--- config.mk ---
export PLATFORM = sky130hd
export DESIGN_NAME = uba_resp_flat
export DESIGN_NICKNAME = d
export VERILOG_FILES = /design/src/rtl/uba_resp_if.sv /design/src/rtl/uba_resp.sv /design/src/flat_wrapper.sv
export SDC_FILE = /design/constraint.sdc
export NUM_CORES = 1
export LEC_CHECK = 0
export ABC_CLOCK_PERIOD_IN_PS = 10600
export CAP_MARGIN = 30
export CORE_ASPECT_RATIO = 0.75
export CORE_UTILIZATION = 45
export CTS_CLUSTER_SIZE = 30
export DETAILED_ROUTE_END_ITERATION = 7
export PLACE_DENSITY_LB_ADDON = 0.15
export SLEW_MARGIN = 40
export SYNTH_ARGS = -nofsm -noshare
export SYNTH_HDL_FRONTEND = slang
export SYNTH_SLANG_ARGS = --single-unit
--- constraint.sdc ---
create_clock -name clk -period 10.6 [get_ports clk]
set_input_delay 2.12 -clock clk [delete_from_list [all_inputs] [get_ports clk]]
set_output_delay 2.12 -clock clk [all_outputs]
set_load 0.02 [all_outputs]
--- src/rtl/uba_resp_if.sv ---
// Bus bundle between an initiator and the uba_resp register block.
// The master drives the request side; the slave returns ACK and read data.
interface uba_resp_if;
  logic        busREQI;
  logic        busWRITE;
  logic [17:0] busADDRI;
  logic [35:0] busDATAI;
  logic        busACKO;
  logic [35:0] busDATAO;

  modport master (
    output busREQI, busWRITE, busADDRI, busDATAI,
    input  busACKO, busDATAO
  );

  modport slave (
    input  busREQI, busWRITE, busADDRI, busDATAI,
    output busACKO, busDATAO
  );
endinterface

--- src/rtl/uba_resp.sv ---
// Four-register bus responder: R0-R2 read/write, R3 a read-only transaction
// counter, with programmable wait states and a one-cycle registered ACK.
module uba_resp #(
  parameter logic [17:0] BASEADDR = 18'o763100,
  parameter logic [3:0]  WAITCYC  = 4'd2
) (
  input logic       clk,
  input logic       rst,
  uba_resp_if.slave bus
);

  localparam logic [1:0] ST_IDLE = 2'd0;
  localparam logic [1:0] ST_WAIT = 2'd1;
  localparam logic [1:0] ST_ACK  = 2'd2;
  localparam logic [1:0] ST_HOLD = 2'd3;

  logic [1:0]  state_q, state_d;
  logic [3:0]  cnt_q, cnt_d;
  logic        write_q, write_d;
  logic [1:0]  idx_q, idx_d;
  logic [35:0] data_q, data_d;
  logic [35:0] r0_q, r0_d;
  logic [35:0] r1_q, r1_d;
  logic [35:0] r2_q, r2_d;
  logic [35:0] r3_q, r3_d;
  logic        ack_q, ack_d;
  logic [35:0] dout_q, dout_d;
  logic        armed_q, armed_d;

  logic [17:0] offset;
  logic        inWindow;

  // Full 18-bit subtraction, so only the four exact addresses hit.
  assign offset   = bus.busADDRI - BASEADDR;
  assign inWindow = (offset[17:2] == 16'd0);

  assign bus.busACKO  = ack_q;
  assign bus.busDATAO = dout_q;

  // armed_q remembers that the request was seen low since the last accept,
  // so a request held across HOLD or reset is never serviced twice.
  always_comb begin
    state_d = state_q;
    cnt_d   = cnt_q;
    write_d = write_q;
    idx_d   = idx_q;
    data_d  = data_q;
    r0_d    = r0_q;
    r1_d    = r1_q;
    r2_d    = r2_q;
    r3_d    = r3_q;
    ack_d   = 1'b0;
    dout_d  = 36'd0;
    armed_d = armed_q | ~bus.busREQI;

    case (state_q)
      ST_IDLE: begin
        if (bus.busREQI && armed_q && inWindow) begin
          write_d = bus.busWRITE;
          idx_d   = offset[1:0];
          data_d  = bus.busDATAI;
          armed_d = 1'b0;
          if (WAITCYC == 4'd0) begin
            state_d = ST_ACK;
          end else begin
            state_d = ST_WAIT;
            cnt_d   = WAITCYC - 4'd1;
          end
        end
      end
      ST_WAIT: begin
        if (!bus.busREQI) begin
          state_d = ST_IDLE;
        end else if (cnt_q == 4'd0) begin
          state_d = ST_ACK;
        end else begin
          cnt_d = cnt_q - 4'd1;
        end
      end
      ST_ACK: begin
        ack_d   = 1'b1;
        state_d = ST_HOLD;
        r3_d    = r3_q + 36'd1;
        if (write_q) begin
          case (idx_q)
            2'd0:    r0_d = data_q;
            2'd1:    r1_d = data_q;
            2'd2:    r2_d = data_q;
            default: ;
          endcase
        end else begin
          case (idx_q)
            2'd0:    dout_d = r0_q;
            2'd1:    dout_d = r1_q;
            2'd2:    dout_d = r2_q;
            default: dout_d = r3_q;
          endcase
        end
      end
      default: begin
        if (!bus.busREQI) begin
          state_d = ST_IDLE;
        end
      end
    endcase
  end

  always_ff @(posedge clk or posedge rst) begin
    if (rst) begin
      state_q <= ST_IDLE;
      cnt_q   <= 4'd0;
      write_q <= 1'b0;
      idx_q   <= 2'd0;
      data_q  <= 36'd0;
      r0_q    <= 36'd0;
      r1_q    <= 36'd0;
      r2_q    <= 36'd0;
      r3_q    <= 36'd0;
      ack_q   <= 1'b0;
      dout_q  <= 36'd0;
      armed_q <= 1'b0;
    end else begin
      state_q <= state_d;
      cnt_q   <= cnt_d;
      write_q <= write_d;
      idx_q   <= idx_d;
      data_q  <= data_d;
      r0_q    <= r0_d;
      r1_q    <= r1_d;
      r2_q    <= r2_d;
      r3_q    <= r3_d;
      ack_q   <= ack_d;
      dout_q  <= dout_d;
      armed_q <= armed_d;
    end
  end

endmodule

--- src/flat_wrapper.sv ---
// flat-port wrapper written by rule: the top's interface ports become plain ports
module uba_resp_flat 
#(
  parameter logic [17:0] BASEADDR = 18'o763100,
  parameter logic [3:0]  WAITCYC  = 4'd2
)
  (clk, rst, bus_busREQI, bus_busWRITE, bus_busADDRI, bus_busDATAI, bus_busACKO, bus_busDATAO);
  uba_resp_if bus_i ();
  input logic clk;
  input logic rst;
  input wire logic [$bits(bus_i.busREQI)-1:0] bus_busREQI;
  input wire logic [$bits(bus_i.busWRITE)-1:0] bus_busWRITE;
  input wire logic [$bits(bus_i.busADDRI)-1:0] bus_busADDRI;
  input wire logic [$bits(bus_i.busDATAI)-1:0] bus_busDATAI;
  output wire logic [$bits(bus_i.busACKO)-1:0] bus_busACKO;
  output wire logic [$bits(bus_i.busDATAO)-1:0] bus_busDATAO;
  assign bus_i.busREQI = bus_busREQI;
  assign bus_i.busWRITE = bus_busWRITE;
  assign bus_i.busADDRI = bus_busADDRI;
  assign bus_i.busDATAI = bus_busDATAI;
  assign bus_busACKO = bus_i.busACKO;
  assign bus_busDATAO = bus_i.busDATAO;
  uba_resp #(.BASEADDR(BASEADDR), .WAITCYC(WAITCYC)) u_core (.clk(clk), .rst(rst), .bus(bus_i));
endmodule
==> results by group <==
Logic synthesis
  – Synth warnings: 0
  – Unique masters post-synth: 48
  – Most common cell in the synthesized netlist: dfrtp_1
  – Most used DFF post-synth: dfrtp_1
  – Cell taking the most area after synthesis: dfrtp_1
  – Syn Area/Cell: ~15 um2
  – Synthesized flop and latch total: 227
  – Top cell type's share of synthesized area: between 50% and 60%
  – Sequential-to-total area share from yosys stat: 58.7%
  – Cells after Synth: between 600 and 700
  – Post-Syn Nets: a little over 700
  – Mapped cell area: 9680 um2
  – Top cells by area, synth: dfrtp_1 (59%), mux2_2 (16%), mux4_2 (8.4%)
  – Asr flop ratio synth: 100%
  – EDFF count, synth: 0
  – Most common library cells after synthesis: dfrtp_1 (227), mux2_2 (138), mux4_2 (36), nor2b_1 (36), xnor2_1 (25)

Worst hold path
  – Min-delay worst type: register to register

Timing
  – Fin. Hold Viols: 0
  – Fmax: 0.234 GHz
  – Normalized max-slew margin: 52.4%
  – Clock Skew: 0.0126 ns
  – Period minus WS final: between 4 and 5 ns
  – Crit share post-route: 40.3%
  – Count of final setup violators: 0
  – Max-slew violation count: 0
  – RSZ-0062 raised after global routing: false
  – Final TNS setup: 0 ns
  – Slew @ Worst Pin: 0.714 ns
  – WHS: 0.476 ns

Finish
  – Nets: 806
  – Multi-input gate area: 3830 um2
  – Final core occ: between 50% and 60%
  – Share of cells above drive strength 1: 31.8%
  – Area Growth Syn to Fin: 21.0%
  – # diodes: 0
  – FF/Latch Area: 5680 um2
  – Fillers: 1,728

Floorplan
  – Core ar.: between 20,000 and 25,000 um2
  – Starting Density: around 46%
  – Die Ht: 129 um
  – I/O pin count: 95
  – Die Wd: 171 um
  – Rows: 46
  – DIE AREA: around 22,000 um2

Clocking
  – H-tree depth: 1
  – CTS tree: yes
  – Clock Sinks: 227
  – Post-CTS Repair Setup Buffers: 0
  – Post_cts resized: 0
  – Clk buf depth: 3
  – Root Buffer: clkbuf_16
  – CTS Buf Count: 24
  – CTS hold repair buffers: 0
  – Worst-path clk slew: 0.06 ns
  – Clk Latency, worst-skew pair: 0.51 ns

Worst setup path
  – Slowest CP cell: buf_4
  – R2R Setup Slk: 7.82 ns
  – Critical Path Fanout Max: 40
  – Critical Path AT: 4.66 ns
  – Type of origin of the critical path: primary input
  – Critical Path RT: 10.98 ns
  – Kind of critical path: primary input to register
  – R2R Path End: u_core.r3_q[35]
  – Crit. End Element: register
  – FF-to-FF Start: u_core.state_q[0]
  – Crit path capture: u_core.data_q[11]
  – Critical path origin: bus_busADDRI[14]
  – CP max stage delay: 0.58 ns
  – Crit path cell chain: clkdlybuf4s50_1 -> or4_1 -> a211o_1 -> o21a_2 -> nor3_4 -> buf_4 -> mux2_2
  – Worst reg2reg path depth: 7

Run
  – Max Cap Viol: 0

Global routing
  – Initial antenna violation count: 0
  – Gr usage total: 18.6%
  – Largest net degree at the start of global routing: 80
  – Total grt overflow: 0
  – First-pass GRT wire length: 31,900 um
  – Number of global-route vias before repair: 6,041

Routing
  – Remaining antenna violation count: 0
  – Number of vias per cell: 5.32
  – Routed wire length: 19,300 um
  – DR iter-0 viols: between 200 and 250
  – Wirelength per Cell: between 15 and 20 um
  – Residual DRC count: 0
  – Pre-antenna DRT Iters: 4
  – Total number of vias: approximately 5,600

Power and ir drop
  – VDD IR max: 0.100 mV
  – Leakage dissipation: approximately 5.4 nW
  – PwrDens: 162 nW/um2

Outcome
  – Status: finished, final reports clean

Place
  – GPL Wtd Cong: 0.796
  – Dpl hpwl: approximately 12,000 um
  – Port buffer count: 94
[how the worst min path moves through the flow]
stage	from	end	slack (ns)	cells after the start
floorplan	u_core.r3_q[35]	u_core.r3_q[35]	0.44	1
global placement	u_core.r3_q[35]	u_core.r3_q[35]	0.47	1
detailed placement	u_core.r3_q[35]	u_core.r3_q[35]	0.48	1
CTS	u_core.r3_q[35]	u_core.r3_q[35]	0.48	1
global route	u_core.r3_q[35]	u_core.r3_q[35]	0.50	1
finish	u_core.r3_q[35]	u_core.r3_q[35]	0.48	1
[flip-flops by register name, summed over array words and instances, names as in the netlist]
register and count:
u_core.armed_q 1, u_core.bus.busACKO 1, u_core.bus.busDATAO 36, u_core.cnt_q 4, u_core.data_q 36, u_core.idx_q 2
u_core.r0_q 36, u_core.r1_q 36, u_core.r2_q 36, u_core.r3_q 36, u_core.state_q 2, u_core.write_q 1
[cell type report]
cell class              count  area share, %
clock buffers              39           6.39
clock inverters             3          0.160
inverters                  12          0.449
multi-input cells         374           32.7
flip-flops and latches    227           48.5
well taps                 288           3.08
repair buffers            103           8.68
[layout by cell type, fill, tap and decap left out, drive strengths merged, types with 4 or more instances in the layout]
cell,n
dfrtp,227
mux2,149
clkdlybuf4s50,94
clkbuf,39
mux4,36
nor2b,36
xnor2,25
nand2,21
nand4,14
nor2,14
inv,13
nand3,12
xor2,10
buf,9
nor3,7
ha,6
nand2b,4
nor4,4
[through the flow]
step / cells / power (mW) / area, um2 / setup slack, ns
6_report: 1046 / 1.90 / 11700 / 6.33
5_1_grt: 1046 / 1.97 / 11700 / 6.21
4_1_cts: 1046 / 1.92 / 11700 / 6.31
3_5_place_dp: 1004 / 1.11 / 10900 / 5.78
3_3_place_gp: 1004 / 1.10 / 10900 / 5.85
2_1_floorplan: 641 / 1.03 / 9680 / 2.26
[critical path: cells and delay by family]
kind	cells	cell delay [ns]
mux	1	0.41
compound gates	2	0.40
simple gates	2	0.69
buf+inv	2	1.01
[routing by layer]
metal / wire length, um / track usage, % / share of wire, %
met5: 0 / 0 / 0
met2: 9140 / 30.2 / 47
met4: 448 / 5.41 / 2.3
met1: 9000 / 26.0 / 47
met3: 751 / 3.02 / 3.9
[logic make-up after synthesis]
| family | share of synthesized area, % |
|---|---|
| adders and majority gates | 0.775 |
| and+or+nand+nor | 7.86 |
| muxes | 26.3 |
| xor gates and xnor gates | 3.17 |
| AOI/OAI and AO/OA | 1.32 |
| buffers and inverters | 1.91 |
| DFF | 58.7 |
[where the power goes]
group	switching [mW]	total [mW]	internal, mW
combinational	0.111	0.182	0.0707
sequential	0.0219	0.907	0.885
clock	0.328	0.808	0.480
(Power assumes the default switching activity.)
